### config.mk
export PLATFORM = sky130hd
export DESIGN_NAME = shift_add_multiplier
export DESIGN_NICKNAME = d
export VERILOG_FILES = /design/src/rtl/shift_add_multiplier_pkg.sv /design/src/rtl/shift_add_multiplier_rca.sv /design/src/rtl/shift_add_multiplier.sv
export SDC_FILE = /design/constraint.sdc
export NUM_CORES = 1
export LEC_CHECK = 0
export CORE_MARGIN = 4
export CORE_UTILIZATION = 54
export CTS_BUF_LIST = sky130_fd_sc_hd__clkbuf_4
export CTS_CLUSTER_SIZE = 14
export DETAILED_ROUTE_END_ITERATION = 8
export MAX_ROUTING_LAYER = met4
export PLACE_DENSITY = 0.91
export SLEW_MARGIN = 25
export SYNTH_ARGS = -nofsm -noshare
export SYNTH_HDL_FRONTEND = slang
export SYNTH_SLANG_ARGS = --single-unit
### constraint.sdc
create_clock -name clk -period 5 [get_ports clk]
set_input_delay 1 -clock clk [delete_from_list [all_inputs] [get_ports clk]]
set_output_delay 1 -clock clk [all_outputs]
set_load 0.03 [all_outputs]
### src/rtl/shift_add_multiplier_pkg.sv
// Shared encodings for the multi-cycle ALU units.
// S_RUN and S_DONE are also used by other sequencers.
package shift_add_multiplier_pkg;

  typedef enum logic [1:0] {
    S_IDLE = 2'd0,
    S_RUN  = 2'd1,
    S_DONE = 2'd2
  } state_t;

endpackage

### src/rtl/shift_add_multiplier_rca.sv
// Ripple-carry adder of parameterisable width.
// The carry propagates bit by bit from the carry-in to the carry-out.
module RCA_8bit #(
  parameter int n = 8
) (
  input  logic [n-1:0] i_a,
  input  logic [n-1:0] i_b,
  input  logic         i_cin,
  output logic [n-1:0] o_sum,
  output logic         o_cout
);

  always_comb begin
    logic c;
    c      = i_cin;
    o_sum  = '0;
    for (int i = 0; i < n; i++) begin
      o_sum[i] = i_a[i] ^ i_b[i] ^ c;
      c        = (i_a[i] & i_b[i]) | (c & (i_a[i] ^ i_b[i]));
    end
    o_cout = c;
  end

endmodule

### src/rtl/shift_add_multiplier.sv
// Sequential unsigned NxN radix-2 shift-add multiplier with a start/busy/done
// handshake. One adder iteration per clock; N iterations per product.
//
// state  | meaning
// S_IDLE | waiting for start
// S_RUN  | iterating: add (Q[0] ? M : 0) to ACC, shift {cout,ACC,Q} right
// S_DONE | product valid, done pulse; start here is accepted back-to-back
module shift_add_multiplier #(
  parameter int N = 8
) (
  input  logic           clk,
  input  logic           rst,
  input  logic           start,
  input  logic [N-1:0]   multiplicand,
  input  logic [N-1:0]   multiplier,
  output logic           busy,
  output logic           done,
  output logic [2*N-1:0] product
);
  import shift_add_multiplier_pkg::*;

  localparam int CW = $clog2(N + 1);

  state_t         r_state;
  state_t         w_state_nxt;
  logic [N-1:0]   r_m;
  logic [N-1:0]   r_acc;
  logic [N-1:0]   r_q;
  logic [CW-1:0]  r_count;
  logic [2*N-1:0] r_product;
  logic [N-1:0]   w_addend;
  logic [N-1:0]   w_sum;
  logic           w_cout;
  logic           w_accept;
  logic           w_last;

  assign w_addend = r_q[0] ? r_m : '0;
  assign w_accept = start && (r_state != S_RUN);
  assign w_last   = (r_count == CW'(N - 1));

  RCA_8bit #(.n(N)) u_rca (
    .i_a    (r_acc),
    .i_b    (w_addend),
    .i_cin  (1'b0),
    .o_sum  (w_sum),
    .o_cout (w_cout)
  );

  always_ff @(posedge clk or posedge rst) begin
    if (rst) r_state <= S_IDLE;
    else     r_state <= w_state_nxt;
  end

  always_comb begin
    w_state_nxt = r_state;
    busy        = 1'b0;
    done        = 1'b0;
    case (r_state)
      S_IDLE: if (start) w_state_nxt = S_RUN;
      S_RUN: begin
        busy = 1'b1;
        if (w_last) w_state_nxt = S_DONE;
      end
      S_DONE: begin
        done        = 1'b1;
        w_state_nxt = start ? S_RUN : S_IDLE;
      end
      default: w_state_nxt = S_IDLE;
    endcase
  end

  // The carry-out is the top bit of the shifted value; dropping it would
  // corrupt any step where ACC + M overflows N bits.
  always_ff @(posedge clk or posedge rst) begin
    if (rst) begin
      r_m       <= '0;
      r_acc     <= '0;
      r_q       <= '0;
      r_count   <= '0;
      r_product <= '0;
    end else if (w_accept) begin
      r_m     <= multiplicand;
      r_acc   <= '0;
      r_q     <= multiplier;
      r_count <= '0;
    end else if (r_state == S_RUN) begin
      r_acc   <= {w_cout, w_sum[N-1:1]};
      r_q     <= {w_sum[0], r_q[N-1:1]};
      r_count <= r_count + 1'b1;
      if (w_last) r_product <= {w_cout, w_sum, r_q[N-1:1]};
    end
  end

  assign product = r_product;

endmodule
==> results.md <==
* Status: finished clean
* VDD IR max at 0.2918 mV
* CP endpoint: busy
* Routability cong. at 0.8735
* Grt ovf at 0
* Area Growth Syn to Fin at 19.31%
* Maxcap violations at 0
* Clock Tree Root: clkbuf_4
* Adder-Cell Fraction of Synth Area at 7.746%
* Met2 usage in global routing at 24.41%
* Yosys top cell area share at 53.99%
* CTS max path bufs at 2
* CP Launch Type: flop
* Syn Nets at 205
* Hold Crit Class: reg -> reg
* H-Tree Depth at 2
* Largest family of logic cells by synthesized area: multiplexers
* Post-synth ARST share at 100.0%
* Largest net degree at the start of global routing at 47
* Via/cell ratio at 5.188
* Crit. End Element: primary output
* Final Critical Period at 3.753 ns
* Port bufs at 36
* WL final at 3720 µm
* Remaining DRCs at 0
* PostCTS Resize Cnt at 0
* Worst Path Max Fanout at 27
* Vias in the first global route at 1394
* Cts bufs inserted at 5
* Row count at 22
* Synth Area in Compound Gates at 7.512%
* Placed inst area at 0.002490 mm²
* CTS tree: yes
* Final Cell Area at 0.002544 mm²
* Die Y at 70.84 µm
* Yosys top cell by area: dfrtp_1
* GRT met1 Usage at 23.89%
* Post-synth EDFFs at 0
* Syn Inst Count at 177
* Initial Util at 56.95%
* CP Launch Point: r_state[1]
* Iteration-0 DRC Markers at 106
* Share of cells above drive strength 1 at 13.21%
* Final setup fails at 0
* Clock Sinks at 46
* Reg clk slew, reported paths at 0.12 ns
* Seq/Total Area, Yosys at 53.99%
* Synth warn at 0
* Core box area at 0.003744 mm²
* Largest cells by area after synthesis: dfrtp_1 (54%), fa_1 (6.6%), o21ai_0 (6.6%)
* Antenna violations before repair at 0
* Worst slew pin tran at 0.8251 ns
* R2R cell count at 15
* Flop2flop setup slack at 1.39 ns
* Setup TNS at 0 ns
* Post-Synthesis Cell Area at 0.002132 mm²
* GRT Util Overall at 17.38%
* Predominant post-synthesis flop cell: dfrtp_1
* Worst-Skew Late Latency at 0.34 ns
* Max-slew violation count at 0
* Reg-to-reg startpoint: r_q[0]
* Worst Clk Skew at 0.009154 ns
* Yosys cell types at 27
* Achievable clock frequency at 0.2665 GHz
* First-pass DRT Iterations at 4
* DP HPWL at 2727 µm
* Die Wd at 70.84 µm
* Synth Register Bits at 46
* Most Crowded Layer GR: met2
* Post-Synth XOR/XNOR Area at 0.4108%
* First-pass GRT wire length at 6624 µm
* IO Count at 37
* Drt wl/cell at 14.31 µm
* Final ANT Viol Nets at 0
* Unrepaired setup endpoints after global routing: false
* Via count at 1349
* Postcts setup bufs at 0
* Arrival time at the worst endpoint at 2.75 ns
* Post-synthesis simple-gate area fraction at 9.507%
* Antenna diodes at 0
* Nets@finish at 239
* Hold Violations, Final at 0
* Multiplexer area fraction after synthesis at 14.85%
* Leakage at 1.141 nW
* Hold Buf Count CTS at 0
* Power Dens Cells at 590.6 mW/mm²
* Die ar. at 0.005018 mm²
* CP Class: reg -> out
* Worst reg2reg endpoint: r_acc[6]
* Slew Limit Headroom at 44.99%
* Fin crit share at 75.05%
* M3 GR Usage at 3.267%
* WP data required at 4.00 ns
* Avg Cell Area, Syn at 12.05 µm²
==> kinds of logic (layout without fill, tap and decap cells) <==
group	after synthesis	count (layout)
buffers and inverters	24	59
and+or+nand+nor	40	40
xor gates and xnor gates	1	1
muxes	26	26
AOI/OAI and AO/OA	31	31
adders and majority gates	9	9
DFF	46	46
==> worst min path at each step <==
stage	startpoint	endpoint	slack [ns]	cells past startpoint
after global routing	r_m[5]	r_m[5]	0.54	1
final	r_m[5]	r_m[5]	0.52	1
after CTS	r_m[0]	r_m[0]	0.52	1
after floorplan	r_acc[1]	r_acc[1]	0.47	2
after detailed placement	r_m[0]	r_m[0]	0.49	1
after global placement	r_m[0]	r_m[0]	0.48	1
==> registers in the layout, summed over array words and instances, names as in the netlist <==
| name | count |
|---|---|
| product | 16 |
| r_q | 8 |
| r_m | 8 |
| r_count | 4 |
| r_acc | 8 |
| r_state | 2 |
==> per-stage QoR <==
stage          utilization (%)  instances  worst slack [ns]  hold WS, ns  total power, mW
3_3_place_gp             66.51        252             1.526       0.4844            1.322
6_report                 67.95        260             1.247       0.5169            1.502
3_5_place_dp             66.51        252             1.385       0.4904            1.349
5_1_grt                  67.95        260            0.9918       0.5395            1.620
2_1_floorplan                -        177             1.534       0.4688            1.125
4_1_cts                  67.95        260             1.251       0.5182            1.514
==> power by group <==
| part | switching, mW | internal [mW] | total [mW] |
|---|---|---|---|
| sequential | 0.107 | 0.535 | 0.642 |
| combinational | 0.377 | 0.317 | 0.694 |
| clock | 0.108 | 0.0585 | 0.166 |
==> layout by cell type, fill, tap and decap left out, types with 2 or more instances in the layout <==
| master | count |
|---|---|
| o21ai_0 | 28 |
| clkinv_1 | 3 |
| o31ai_1 | 2 |
| fa_1 | 7 |
| ha_1 | 2 |
| and2_1 | 3 |
| mux2i_1 | 8 |
| dfrtp_1 | 46 |
| inv_1 | 11 |
| mux2_2 | 9 |
| mux2_4 | 9 |
| nand2_1 | 19 |
| clkdlybuf4s50_1 | 36 |
| nand3_1 | 12 |
| clkbuf_4 | 6 |
==> worst max-delay path: stages (launching register included) <==
cell,delay [ns]
dfrtp_1,0.40
nand2b_1,0.52
inv_1,0.70
clkdlybuf4s50_1,0.79
==> routing by layer <==
| layer | vias up | share of wire (%) | wire, µm |
|---|---|---|---|
| met5 | - | 0 | 0 |
| met2 | 29 | 46 | 1693 |
| met1 | 653 | 49 | 1822 |
| met3 | 7 | 3.6 | 133 |
| met4 | 0 | 1.9 | 70 |
| li1 | 660 | - | - |
==> Yosys cell counts (2+ instances only) <==
| library cell | count |
|---|---|
| dfrtp_1 | 46 |
| o21ai_0 | 28 |
| nand2_1 | 19 |
| inv_1 | 12 |
| nand3_1 | 12 |
| mux2_2 | 9 |
| mux2_4 | 9 |
| mux2i_1 | 8 |
| fa_1 | 7 |
| clkbuf_1 | 5 |
| and2_1 | 3 |
| buf_6 | 2 |
| ha_1 | 2 |
| o31ai_1 | 2 |
==> cell type report <==
class                           count  area (µm²)
Fill cell                         277        1200
Sequential cell                    46        1151
Multi-Input combinational cell    107       853.3
Timing Repair Buffer               37       367.9
Tap cell                           48       60.06
Inverter                           14       57.56
Clock buffer                        6       45.04
Clock inverter                      2       8.758
(Power assumes the default switching activity.)
